[src/rtl/spi_pico_pkg.sv]
// rtl/spi_pico_pkg.sv - shared constants for the PicoRV32 SPI slave
// Register offsets, STATUS bit positions and SPI mode constants used by
// spi_slave_pico and its RX buffer.
package spi_pico_pkg;

  // Register offsets relative to the peripheral base address
  localparam logic [31:0] REG_DATA_OFS   = 32'h0;
  localparam logic [31:0] REG_STATUS_OFS = 32'h4;

  // STATUS register bit positions
  localparam int STAT_RX_EMPTY  = 0;
  localparam int STAT_RX_FULL   = 1;
  localparam int STAT_OVERFLOW  = 2;
  localparam int STAT_UNDERRUN  = 3;
  localparam int STAT_BUSY      = 4;
  localparam int STAT_COUNT_LSB = 8;

  // SPI mode 0: clock idles low, data sampled on the leading (rising) edge
  localparam logic SPI_CPOL = 1'b0;
  localparam logic SPI_CPHA = 1'b0;

endpackage

[src/rtl/spi_slave_rx_fifo.sv]
// rtl/spi_slave_rx_fifo.sv - synchronous RX byte FIFO for the SPI slave
// Ports:
//   clk, rst      system clock, synchronous active-high reset
//   push, din     write request and data (dropped when full unless popping)
//   pop, dout     read request (ignored when empty) and head-of-queue data
//   full, empty   occupancy flags
//   count         number of stored entries, 0..DEPTH
// DEPTH must be a power of two so the pointers wrap naturally.
module spi_slave_rx_fifo #(
  parameter int DEPTH = 4,
  parameter int WIDTH = 8
) (
  input  logic                       clk,
  input  logic                       rst,
  input  logic                       push,
  input  logic [WIDTH-1:0]           din,
  input  logic                       pop,
  output logic [WIDTH-1:0]           dout,
  output logic                       full,
  output logic                       empty,
  output logic [$clog2(DEPTH):0]     count
);

  localparam int AW = $clog2(DEPTH);
  localparam logic [AW:0] FULL_CNT = (AW+1)'(DEPTH);

  logic [WIDTH-1:0] mem [DEPTH];
  logic [AW-1:0]    wptr;
  logic [AW-1:0]    rptr;
  logic [AW:0]      cnt;
  logic             do_push;
  logic             do_pop;

  assign empty = (cnt == '0);
  assign full  = (cnt == FULL_CNT);
  assign count = cnt;
  assign dout  = mem[rptr];

  // A pop frees a slot in the same cycle, so push-while-full succeeds
  // when paired with a pop and the count stays unchanged.
  assign do_pop  = pop & ~empty;
  assign do_push = push & (~full | do_pop);

  always_ff @(posedge clk) begin
    if (rst) begin
      wptr <= '0;
      rptr <= '0;
      cnt  <= '0;
    end else begin
      if (do_push) wptr <= wptr + 1'b1;
      if (do_pop)  rptr <= rptr + 1'b1;
      case ({do_push, do_pop})
        2'b10:   cnt <= cnt + 1'b1;
        2'b01:   cnt <= cnt - 1'b1;
        default: cnt <= cnt;
      endcase
    end
  end

  always_ff @(posedge clk) begin
    if (do_push) mem[wptr] <= din;
  end

endmodule

[src/rtl/spi_slave_pico.sv]
// rtl/spi_slave_pico.sv - memory-mapped SPI mode-0 slave for the PicoRV32 bus
// Ports:
//   clk, rst                  system clock, synchronous active-high reset
//   addr, wen, wdata,         bus request: address, write strobe, write byte,
//   mem_valid                 request valid
//   rdata, spi_slave_ready    registered read data and one-cycle acknowledge
//   spi_slave_rx_int_flag     one-cycle pulse per received byte
//   SPI_Clk, SPI_CS_n,        asynchronous SPI pins from the master
//   SPI_MOSI
//   SPI_MISO                  serial data back to the master
// Registers: DATA at ADDR (read pops RX, write loads TX), STATUS at ADDR+4.
// Build option: define SPI_SLAVE_RX_FIFO_EN for an RX_DEPTH-entry RX FIFO;
// otherwise a single holding register buffers received bytes.
module spi_slave_pico
  import spi_pico_pkg::*;
#(
  parameter logic [31:0] ADDR     = 32'hcaca_bec0,
  parameter int          RX_DEPTH = 4,
  parameter logic [7:0]  TX_IDLE  = 8'hFF
) (
  input  logic        clk,
  input  logic        rst,
  input  logic [31:0] addr,
  input  logic        wen,
  input  logic [7:0]  wdata,
  input  logic        mem_valid,
  output logic [31:0] rdata,
  output logic        spi_slave_ready,
  output logic        spi_slave_rx_int_flag,
  input  logic        SPI_Clk,
  input  logic        SPI_CS_n,
  input  logic        SPI_MOSI,
  output logic        SPI_MISO
);

  localparam int   CW             = $clog2(RX_DEPTH) + 1;
  localparam logic SAMPLE_ON_RISE = (SPI_CPOL == SPI_CPHA);

  // Synchronizers plus one history flop per SPI input
  logic sck_s1, sck_s2, sck_h;
  logic cs_s1, cs_s2, cs_h;
  logic mosi_s1, mosi_s2, mosi_h;

  logic       sck_rise, sck_fall, samp_edge, shift_edge;
  logic       cs_fall, cs_low;
  logic [2:0] bit_cnt;
  logic [7:0] rx_shift, tx_shift, tx_hold;
  logic       tx_pending, underrun, overflow;
  logic       push, tx_load;
  logic [7:0] rx_byte;

  // Bus decode
  logic sel_data, sel_status, req;
  logic rd_data, wr_data, rd_status, wr_status;

  // RX buffer view
  logic [7:0]    rx_head;
  logic          rx_empty, rx_full;
  logic [CW-1:0] rx_cnt;
  logic [31:0]   status_word;

  assign sck_rise   = sck_s2 & ~sck_h;
  assign sck_fall   = ~sck_s2 & sck_h;
  assign samp_edge  = SAMPLE_ON_RISE ? sck_rise : sck_fall;
  assign shift_edge = SAMPLE_ON_RISE ? sck_fall : sck_rise;
  assign cs_fall    = ~cs_s2 & cs_h;
  assign cs_low     = ~cs_s2;

  // mosi_h is the sample taken just before the detected clock edge, so it
  // is the data the master set up during the preceding half period.
  assign rx_byte = {rx_shift[6:0], mosi_h};
  assign push    = cs_low & ~cs_fall & samp_edge & (bit_cnt == 3'd7);
  assign tx_load = cs_fall | push;

  assign SPI_MISO = tx_shift[7];

  assign sel_data   = (addr == ADDR + REG_DATA_OFS);
  assign sel_status = (addr == ADDR + REG_STATUS_OFS);
  assign req        = mem_valid & (sel_data | sel_status) & ~spi_slave_ready;
  assign rd_data    = req & sel_data & ~wen;
  assign wr_data    = req & sel_data & wen;
  assign rd_status  = req & sel_status & ~wen;
  assign wr_status  = req & sel_status & wen;

`ifdef SPI_SLAVE_RX_FIFO_EN
  spi_slave_rx_fifo #(
    .DEPTH (RX_DEPTH),
    .WIDTH (8)
  ) u_rx_fifo (
    .clk   (clk),
    .rst   (rst),
    .push  (push),
    .din   (rx_byte),
    .pop   (rd_data),
    .dout  (rx_head),
    .full  (rx_full),
    .empty (rx_empty),
    .count (rx_cnt)
  );
`else
  logic       rx_valid;
  logic [7:0] rx_hold;

  // A push in the same cycle as a read replaces the byte being read out.
  always_ff @(posedge clk) begin
    if (rst) begin
      rx_valid <= 1'b0;
      rx_hold  <= 8'h00;
    end else if (push && (!rx_valid || rd_data)) begin
      rx_valid <= 1'b1;
      rx_hold  <= rx_byte;
    end else if (rd_data) begin
      rx_valid <= 1'b0;
    end
  end

  assign rx_head  = rx_hold;
  assign rx_empty = ~rx_valid;
  assign rx_full  = rx_valid;
  assign rx_cnt   = CW'(rx_valid);
`endif

  always_comb begin
    status_word                            = 32'h0;
    status_word[STAT_RX_EMPTY]             = rx_empty;
    status_word[STAT_RX_FULL]              = rx_full;
    status_word[STAT_OVERFLOW]             = overflow;
    status_word[STAT_UNDERRUN]             = underrun;
    status_word[STAT_BUSY]                 = cs_low;
    status_word[STAT_COUNT_LSB +: 8]       = 8'(rx_cnt);
  end

  // SPI side: synchronizers, deframing and TX shifting
  always_ff @(posedge clk) begin
    if (rst) begin
      sck_s1 <= 1'b0; sck_s2 <= 1'b0; sck_h <= 1'b0;
      cs_s1 <= 1'b1; cs_s2 <= 1'b1; cs_h <= 1'b1;
      mosi_s1 <= 1'b0; mosi_s2 <= 1'b0; mosi_h <= 1'b0;
      bit_cnt               <= 3'd0;
      rx_shift              <= 8'h00;
      tx_shift              <= TX_IDLE;
      tx_hold               <= 8'h00;
      tx_pending            <= 1'b0;
      underrun              <= 1'b0;
      spi_slave_rx_int_flag <= 1'b0;
    end else begin
      sck_s1 <= SPI_Clk;   sck_s2 <= sck_s1;   sck_h <= sck_s2;
      cs_s1 <= SPI_CS_n;   cs_s2 <= cs_s1;     cs_h <= cs_s2;
      mosi_s1 <= SPI_MOSI; mosi_s2 <= mosi_s1; mosi_h <= mosi_s2;

      spi_slave_rx_int_flag <= push;

      if (!cs_low || cs_fall) begin
        bit_cnt <= 3'd0;
      end else if (samp_edge) begin
        rx_shift <= rx_byte;
        bit_cnt  <= bit_cnt + 3'd1;
      end

      // The trailing clock edge right after a completed byte (bit_cnt
      // back at 0) must not shift, or the freshly loaded MSB would be lost.
      if (tx_load) begin
        tx_shift <= tx_pending ? tx_hold : TX_IDLE;
      end else if (cs_low && shift_edge && bit_cnt != 3'd0) begin
        tx_shift <= {tx_shift[6:0], 1'b0};
      end

      // A CPU write in the same cycle as a load stays pending for the next byte
      if (wr_data) begin
        tx_hold    <= wdata;
        tx_pending <= 1'b1;
      end else if (tx_load) begin
        tx_pending <= 1'b0;
      end

      if (tx_load && !tx_pending) underrun <= 1'b1;
      else if (wr_status && wdata[STAT_UNDERRUN]) underrun <= 1'b0;
    end
  end

  // Bus side: registered acknowledge and read data
  always_ff @(posedge clk) begin
    if (rst) begin
      spi_slave_ready <= 1'b0;
      rdata           <= 32'h0;
      overflow        <= 1'b0;
    end else begin
      spi_slave_ready <= req;
      if (rd_data)        rdata <= {24'h0, rx_empty ? 8'h00 : rx_head};
      else if (rd_status) rdata <= status_word;
      else                rdata <= 32'h0;

      if (push && rx_full && !rd_data) overflow <= 1'b1;
      else if (wr_status && wdata[STAT_OVERFLOW]) overflow <= 1'b0;
    end
  end

endmodule
[config.mk]
export PLATFORM = sky130hd
export DESIGN_NAME = spi_slave_pico
export DESIGN_NICKNAME = d
export VERILOG_FILES = /design/src/rtl/spi_pico_pkg.sv /design/src/rtl/spi_slave_rx_fifo.sv /design/src/rtl/spi_slave_pico.sv
export SDC_FILE = /design/constraint.sdc
export NUM_CORES = 1
export LEC_CHECK = 0
export ABC_CLOCK_PERIOD_IN_PS = 2590
export CORE_MARGIN = 2
export CORE_UTILIZATION = 46
export DETAILED_ROUTE_END_ITERATION = 8
export PLACE_DENSITY = 0.82
export SYNTH_ARGS = -nofsm -noshare
export SYNTH_HDL_FRONTEND = slang
export SYNTH_SLANG_ARGS = --single-unit
[constraint.sdc]
create_clock -name clk -period 2.59 [get_ports clk]
set_clock_uncertainty 0.05 [all_clocks]
set_input_delay 0.259 -clock clk [delete_from_list [all_inputs] [get_ports clk]]
set_output_delay 0.259 -clock clk [all_outputs]
set_load 0.01 [all_outputs]
==> results.md <==
* Post-synth top area share at a little under half
* Worst setup path endpoint: rdata[1]
* WP data required at around 2800 ps
* Status: finished, final reports clean
* Dpl cells at between 400 and 500
* Synth async-reset ratio at 0%
* Yosys reg bits at between 50 and 60
* Post-route ant nets at 0
* GR Util All Layers at roughly 16%
* Hold Path Class: flop to flop
* P_leak at roughly 1.3 nW
* Synthesis Warnings at 0
* Startpoint types: primary input
* Clock-pin slew on the worst setup and hold paths at around 60 ps
* Vias in the first global route at 1897
* Slowest cell on the critical path: or4_4
* Pre-CTS WS at roughly 130 ps
* HPWL after detailed placement at 3.46 mm
* Antenna cells at 0
* Die width at around 80 µm
* Non-filler cells, final at 418
* RD Place Congestion at slightly below 0.8
* RSZ-0062 raised after global routing: no
* Fmax at approximately 470 MHz
* Fin crit period at around 2100 ps
* CTS resizes at 0
* Synth cell types at 38
* Final #Nets at 392
* Critical path's top delay family: simple AND/OR/NAND/NOR gates
* Max incr delay on CP at 580 ps
* Setup crit start: addr[26]
* CTS root buf: clkbuf_8
* Min Hold Slack at between 300 and 400 ps
* Final setup margin at between 400 and 500 ps
* Mean post-synth cell area at slightly above 9 µm²
* Die Footprint at between 6000 and 7000 µm²
* Share of layout cells above drive strength 1 at under 10%
* Worst Path Class, Setup: primary input to flop
* Slew Limit Fails at 0
* Synthesis-to-layout area growth at 30.0%
* Antenna violations before repair at 0
* CTS max path bufs at 2
* Max-cap violations at 0
* Sequential area share after synthesis at between 40% and 50%
* Crit-path max FO at 6
* Final Hold Vio Count at 0
* Util after Layout at slightly above 60%
* Power per Cell Area at around 540 nW/µm²
* Port Buffers at a little under 60
* Main flop type after synthesis: dfxtp_1
* # IOs at 82
* Routed length per instance at approximately 11 µm
* Hold path cells at 1
* Crit end category: flop
* Top post-synthesis cells by area: dfxtp_1 45%, mux2i_1 9.4%, buf_4 6.7%
* Setup violators final at 0
* RR Endpoint: rdata[1]
* Via count at slightly below 2000
* VDD IR max at approximately 0.38 mV
* Worst-Skew Late Latency at ~320 ps
* Crit path buf inv count at 1
* Synth area leader: dfxtp_1
* First-pass GRT wire length at approximately 8 mm
* Netlist Area Pre-Place at ~2600 µm²
* Fin crit share at 82.5%
* GRT overflow at 0
* H-tree Lvls at 3
* EDFF count, synth at 0
* Reg2Reg Setup Slack at around 580 ps
* Critical path, cell by cell: clkdlybuf4s50_1, nor4b_2, nand3_1, or4_4, or3_1, nor3_4
* Worst path depth at 6
* Post-CTS setup buffer count at 0
* Crit path DAT at roughly 2300 ps
* DR pass1 iterations at 4
* FF-to-FF Start: spi_slave_ready
* Largest net degree at the start of global routing at 35
* Clock Sinks at 58
* CTS Hold Buffers Added at 0
* Post-Synthesis Cells at 280
* Total Wirelength at between 4 and 5 mm
* Initial Util at between 40 and 50%
* Post-DR vias/cell at approximately 4.7
* Drt initial violations at 70
* Std cell rows at 27
* Core Box Area at 5440 µm²
* CTS Buf Count at 9
* R2r worst-path depth at 5
* CTS tree: built
* Die span in y at 78.7 µm
* DRC at 0
* Setup TNS at 0 ps
[worst register-to-register path, stage by stage, from the launching register on]
cell      delay [ps]
dfxtp_1          320
nor4bb_1         250
nand4_1          190
or4_4            500
or3_1            450
nor3_4           190
[state kept, by name (all words and copies together) (netlist names), 3 cells and up]
name / flops
rx_head: 8
rx_shift: 7
rdata: 9
tx_hold: 8
tx_shift: 8
bit_cnt: 3
[metrics by stage]
step           total power [W]  area, µm²
2_1_floorplan          0.00100       2650
3_3_place_gp           0.00105       3150
3_5_place_dp           0.00106       3150
4_1_cts                0.00184       3340
5_1_grt                0.00188       3340
6_report               0.00182       3340
[worst min path at each step]
stage | endpoint | start
final | cs_s2 | cs_s1
after global routing | cs_s2 | cs_s1
after CTS | cs_s2 | cs_s1
after detailed placement | cs_s2 | cs_s1
after global placement | cs_s2 | cs_s1
after floorplan | cs_s1 | SPI_CS_n
[Yosys cell counts (2+ instances only)]
cell type	number
nand3_1	5
nand2_1	26
buf_4	23
nand3b_1	7
a21oi_1	15
nor4bb_1	2
nor4b_1	2
nand2b_1	17
a21o_1	7
nor4b_2	2
and3_1	3
inv_1	5
clkbuf_1	11
ha_1	3
nor2b_1	9
or2_2	5
or3_1	3
nand4_1	2
dfxtp_1	58
o21ai_0	3
nor2_1	28
nor4_1	2
a31oi_1	2
mux2i_1	24
and2_1	3
[cells by family (layout without fill, tap and decap cells)]
kind of cell | Yosys count | count (layout) | share of synthesized area [%]
adder cells (fa/ha/maj) | 3 | 3 | 1.46
multiplexers | 24 | 24 | 9.36
other | 1 | 23 | 0.146
XOR/XNOR | 1 | 1 | 0.341
AND/OR/NAND/NOR | 121 | 121 | 26.5
buffers and inverters | 42 | 86 | 9.85
flip-flops | 58 | 58 | 45.2
AO/OA/AOI/OAI | 30 | 30 | 7.12
[cell type report]
| cell class | instances | area [µm²] |
|---|---|---|
| Fill cell | 492 | 2100 |
| Multi-Input combinational cell | 202 | 1240 |
| Sequential cell | 58 | 1160 |
| Timing Repair Buffer | 66 | 641 |
| Clock buffer | 12 | 145 |
| Tap cell | 72 | 90.1 |
| Clock inverter | 3 | 40.0 |
| Inverter | 5 | 18.8 |
[placed cells by master (no fill, tap or decap), drive strengths merged, types with 4 or more instances in the layout]
master / netlist / final
a21o: 7 / 7
buf: 26 / 8
clkdlybuf4s50: 0 / 58
inv: 5 / 5
nor4b: 4 / 4
nor2b: 9 / 9
conb: 1 / 23
nand3: 5 / 5
nor2: 28 / 28
clkbuf: 11 / 12
dfxtp: 58 / 58
nand2: 26 / 26
or2: 5 / 5
mux2i: 24 / 24
a21oi: 15 / 15
nand2b: 17 / 17
nand3b: 7 / 7
[power breakdown]
part	total, W	switching [W]	internal [W]
sequential	0.000903	0.00000398	0.000900
combinational	0.000134	0.0000531	0.0000807
clock	0.000780	0.000318	0.000462
[layer usage]
metal | global-route usage (%) | wire (µm) | vias up
li1 | - | - | 1020
met4 | 8.07 | 54 | 0
met3 | 5.34 | 291 | 6
met1 | 18.1 | 2030 | 891
met5 | 0 | 0 | -
met2 | 28.6 | 2330 | 58
(Power assumes the default switching activity.)
